$ cat src/rtl/bus_arbiter.sv
// Two-master round-robin arbiter in front of a single memory bus, with a
// mandatory idle bubble between transactions and a per-transaction timeout.
module bus_arbiter #(
  parameter int ADDR_W  = 32,
  parameter int DATA_W  = 32,
  parameter int TIMEOUT = 255
) (
  input  logic              clk,
  input  logic              reset,
  input  logic              m0_req,
  input  logic [ADDR_W-1:0] m0_addr,
  input  logic [DATA_W-1:0] m0_wdata,
  input  logic              m0_we,
  output logic [DATA_W-1:0] m0_rdata,
  output logic              m0_ready,
  input  logic              m1_req,
  input  logic [ADDR_W-1:0] m1_addr,
  input  logic [DATA_W-1:0] m1_wdata,
  input  logic              m1_we,
  output logic [DATA_W-1:0] m1_rdata,
  output logic              m1_ready,
  output logic              s_valid,
  output logic [ADDR_W-1:0] s_addr,
  output logic [DATA_W-1:0] s_wdata,
  output logic              s_we,
  input  logic [DATA_W-1:0] s_rdata,
  input  logic              s_ready,
  output logic [1:0]        grant,
  output logic              timeout_err
);

  typedef enum logic {IDLE, BUSY} state_t;

  localparam logic [15:0]       TMO_LAST = 16'(TIMEOUT - 1);
  localparam logic [DATA_W-1:0] TMO_DATA = DATA_W'(32'hDEAD_BEEF);

  state_t      r_state;
  logic [1:0]  r_grant;
  logic        r_last_grant;
  logic [15:0] r_cnt;

  logic              w_busy;
  logic              w_sel;
  logic              w_tmo;
  logic              w_done;
  logic [DATA_W-1:0] w_rdata;

  assign w_busy = (r_state == BUSY);
  assign w_sel  = r_grant[1];
  // s_ready takes priority over an expiring timeout in the same cycle.
  assign w_tmo  = w_busy & ~s_ready & (r_cnt == TMO_LAST);
  assign w_done = w_busy & (s_ready | w_tmo);

  always_ff @(posedge clk or posedge reset) begin
    if (reset) begin
      r_state      <= IDLE;
      r_grant      <= 2'b00;
      r_last_grant <= 1'b1;
      r_cnt        <= 16'd0;
    end else begin
      case (r_state)
        IDLE: begin
          r_cnt <= 16'd0;
          if (m0_req && m1_req) begin
            r_grant <= r_last_grant ? 2'b01 : 2'b10;
            r_state <= BUSY;
          end else if (m0_req) begin
            r_grant <= 2'b01;
            r_state <= BUSY;
          end else if (m1_req) begin
            r_grant <= 2'b10;
            r_state <= BUSY;
          end
        end
        BUSY: begin
          if (w_done) begin
            r_grant      <= 2'b00;
            r_last_grant <= w_sel;
            r_state      <= IDLE;
          end else begin
            r_cnt <= r_cnt + 16'd1;
          end
        end
        default: r_state <= IDLE;
      endcase
    end
  end

  // Bus side is quiet (all zero) outside BUSY so the memory never sees stale fields.
  assign s_valid = w_busy;
  assign s_addr  = w_busy ? (w_sel ? m1_addr  : m0_addr)  : '0;
  assign s_wdata = w_busy ? (w_sel ? m1_wdata : m0_wdata) : '0;
  assign s_we    = w_busy & (w_sel ? m1_we : m0_we);

  assign w_rdata     = w_tmo ? TMO_DATA : s_rdata;
  assign m0_rdata    = r_grant[0] ? w_rdata : '0;
  assign m1_rdata    = r_grant[1] ? w_rdata : '0;
  assign m0_ready    = r_grant[0] & w_done;
  assign m1_ready    = r_grant[1] & w_done;
  assign grant       = r_grant;
  assign timeout_err = w_tmo;

endmodule

$ cat config.mk
export PLATFORM = sky130hd
export DESIGN_NAME = bus_arbiter
export DESIGN_NICKNAME = d
export VERILOG_FILES = /design/src/rtl/bus_arbiter.sv
export SDC_FILE = /design/constraint.sdc
export NUM_CORES = 1
export LEC_CHECK = 0
export CAP_MARGIN = 20
export CORE_AREA = 4 4 115 117
export CTS_CLUSTER_SIZE = 10
export DETAILED_ROUTE_END_ITERATION = 8
export DIE_AREA = 0 0 119 121
export GPL_TIMING_DRIVEN = 0
export PLACE_DENSITY_LB_ADDON = 0.25
export SKIP_CTS_REPAIR_TIMING = 1
export SLEW_MARGIN = 20
export SYNTH_ARGS = -nofsm -noshare
export SYNTH_HDL_FRONTEND = slang
export SYNTH_SLANG_ARGS = --single-unit
export TNS_END_PERCENT = 5
$ cat constraint.sdc
create_clock -name clk -period 2.46 [get_ports clk]
set_input_delay 0.246 -clock clk [delete_from_list [all_inputs] [get_ports clk]]
set_output_delay 0.246 -clock clk [all_outputs]
set_load 0.005 [all_outputs]
==> impl_metrics.toml <==
[worst_setup_path]
cp_slowest_cell = "clkdlybuf4s50_1"
end_kind = "output port"
crit_fanout = 10
crit_chain = "inv_1, ha_1, nor4b_4, nand3_2, nor2_4, buf_4, o21a_1, clkdlybuf4s50_1"
start_kind = "flop"
worstRegToRegCells = 7
regToRegSetupSlack_ns = 0.62
cp_num_cells = 8
crit_buf_inv = 3
cpPeakStageDelay_ns = 0.55
worstReg2RegEnd = "r_cnt[8]$_DFFE_PP0P_"
reg2reg_from = "r_cnt[0]$_DFFE_PP0P_"
startpoint = "r_cnt[0]$_DFFE_PP0P_"
worstPathRequired_ns = 2.21
crit_path_end = "m1_rdata[15]"
cp_top_family = "buffers and inverters"
arrival_ns = 2.40
crit_type = "reg -> out"

[layout]
drive_gt1_frac = 0.07100
nets = 832
stdcell_count = 834
insertedDiodeCount = 0
syn2layout_area_growth_pct = 132.8

[timing]
post-route-period-util = 1.077
timing.slew.headroom = 0.4639
tightest_slew_ns = 0.8032
setup_violations = 31
hold_viol_final = 0
whs_ns = 0.2278
worst_slack_ns = -0.1893
period_minus_slack_ns = 2.649
fin_worst_skew_ns = 0.004235
finalMaxSlewViolations = 0
max_freq_mhz = 377.5
rsz0062_at_grt = "true"
setup_tns_ns = -4.774

[die]
fp.dieW_um = 119
pin_count = 302
row_count = 41
fp.dieArea_um2 = 14400
initial_core_util = 0.2161
die_h_um = 121
core_area_um2 = 12360

[pwr]
power.density_nw_per_um2 = 364.1
peakVddDrop_mv = 0.2139
leakagePower_nw = 2.995

[routing]
detail-route-antenna-nets = 0
dr.pass1.iters = 4
routed_wl_um = 15370
drtIter0Drc = 132
route.vias.total = 3880
drc = 0
wire_per_inst_um = 18.42
via_per_inst = 4.652

[status]
status = "finished with violations"
violations = "setup timing"

[synthesis]
ys_seq_area_frac = 0.1878
synth.distinct_cells = 40
yosys.area.top_type = "mux2i_1"
synth-main-ff-cell = "dfrtp_1"
ys_top_cells_by_area = "mux2i_1 (26%), dfrtp_1 (18%), o21a_1 (13%)"
syn_nets = 525
synth.avg_cell_area_um2 = 7.504
synth_top_area_frac = 0.2585
syn-cell-area_um2 = 2671
yosysWarnings = 0
async_flop_share = 1.000
synth_seq_cells = 20
synth-edff-count = 0
synthCells = 356

[clocking]
cts_buffers = 3
htree_levels = 1
tritoncts = "done"
clockBufferDepth = 2
clock_latency_ns = 0.26
path_clk_slew_ns = 0.06
cts_root_buffer = "clkbuf_16"
cts_num_sinks = 20

[placement]
place_congestion = 0.8977
dp_hpwl_um = 13000
io_buffers = 300
dp.cells = 828

[job]
drv_cap = 0

[global_route]
antenna_found_initial = 0
track_usage = 0.1946
grt_max_degree = 21
grt_pass1_wl_um = 22380
grt_pass1_vias = 3944
grt_overflow_total = 0

[worst_hold_path]
hp-class = "in -> reg"
==> placed cells by master, fill, tap and decap left out, types with 4 or more instances in the layout <==
cell,instances
nand3_1,12
dfrtp_1,17
buf_4,7
mux2i_1,69
buf_2,8
o21a_1,48
clkdlybuf4s50_1,265
buf_6,6
nor2_1,69
o21ai_0,7
and3_1,17
inv_1,7
nand2_1,16
nand2b_1,4
clkbuf_1,13
nor2_2,5
dlymetal6s2s_1,35
==> through the flow <==
stage | area (um2) | util | power, mW | worst slack (ns)
final | 6218 | 0.5030 | 2.264 | -0.1893
after global routing | 6218 | 0.5030 | 2.395 | -0.2673
after CTS | 5995 | 0.4849 | 2.275 | -0.5576
after detailed placement | 5889 | 0.4764 | 1.813 | -0.2646
after global placement | 5889 | 0.4764 | 1.800 | -0.2349
after floorplan | 2671 | - | 0.9114 | 0.5946
==> routing by layer <==
layer	share of wire	vias up	GRT usage	routed length [um]
li1	-	1874	-	-
met2	0.51	204	0.3539	7890
met4	0.017	0	0.03910	261
met1	0.39	1788	0.2311	6027
met3	0.077	14	0.04988	1187
met5	0	-	0	0
==> area by class of cell <==
class | instances | area [um2]
buffer | 33 | 196.4
inverter | 8 | 33.78
clock inverter | 1 | 30.03
fill | 1181 | 6145
tap | 172 | 215.2
sequential | 20 | 504.2
timing repair buffer | 304 | 3120
multi-input combinational | 293 | 2043
clock buffer | 3 | 75.07
==> state kept, by name (all words and copies together), names as in the netlist <==
signal,count
r_cnt,16
s_valid,1
grant,2
r_last_grant,1
==> synthesized netlist by cell type (3+ instances only) <==
library cell   n
o21ai_0        7
mux2i_1       69
and3_1        18
nand4_1        3
dfrtp_1       19
nor4_1         3
or3_1          3
nand2b_1       4
nand3_1       13
buf_2         13
nand2_1       17
clkbuf_1      17
inv_1          8
and4_1         3
a211oi_1       3
nor2_1        75
o21a_1        48
a31oi_1        3
nor3_1         3
==> cells by family (layout without fill, tap and decap cells) <==
logic type	count (synthesis)	in the layout	synth area share
AOI/OAI and AO/OA	69	69	0.1850
xor gates and xnor gates	1	1	0.003279
adders and majority gates	2	2	0.009366
buffers and inverters	43	349	0.07400
DFF	20	20	0.1878
muxes	69	69	0.2585
and+or+nand+nor	152	152	0.2820
==> where the power goes <==
part	switching (mW)	internal, mW	total, mW
logic	0.556	0.868	1.42
registers	0.0315	0.354	0.386
clock network	0.131	0.323	0.454
==> worst min-delay path by stage <==
stage                        from                   end  slack (ns)  depth (start not counted)
after floorplan             reset  grant[0]$_DFFE_PP0P_        0.21                          1
after global routing      s_ready  grant[0]$_DFFE_PP0P_        0.24                          2
after detailed placement  s_ready  grant[0]$_DFFE_PP0P_        0.48                          2
after CTS                 s_ready  grant[0]$_DFFE_PP0P_        0.21                          2
after global placement    s_ready  grant[0]$_DFFE_PP0P_        0.48                          2
final                     s_ready  grant[0]$_DFFE_PP0P_        0.23                          2
No activity file was read; power rests on OpenSTA's default activity.
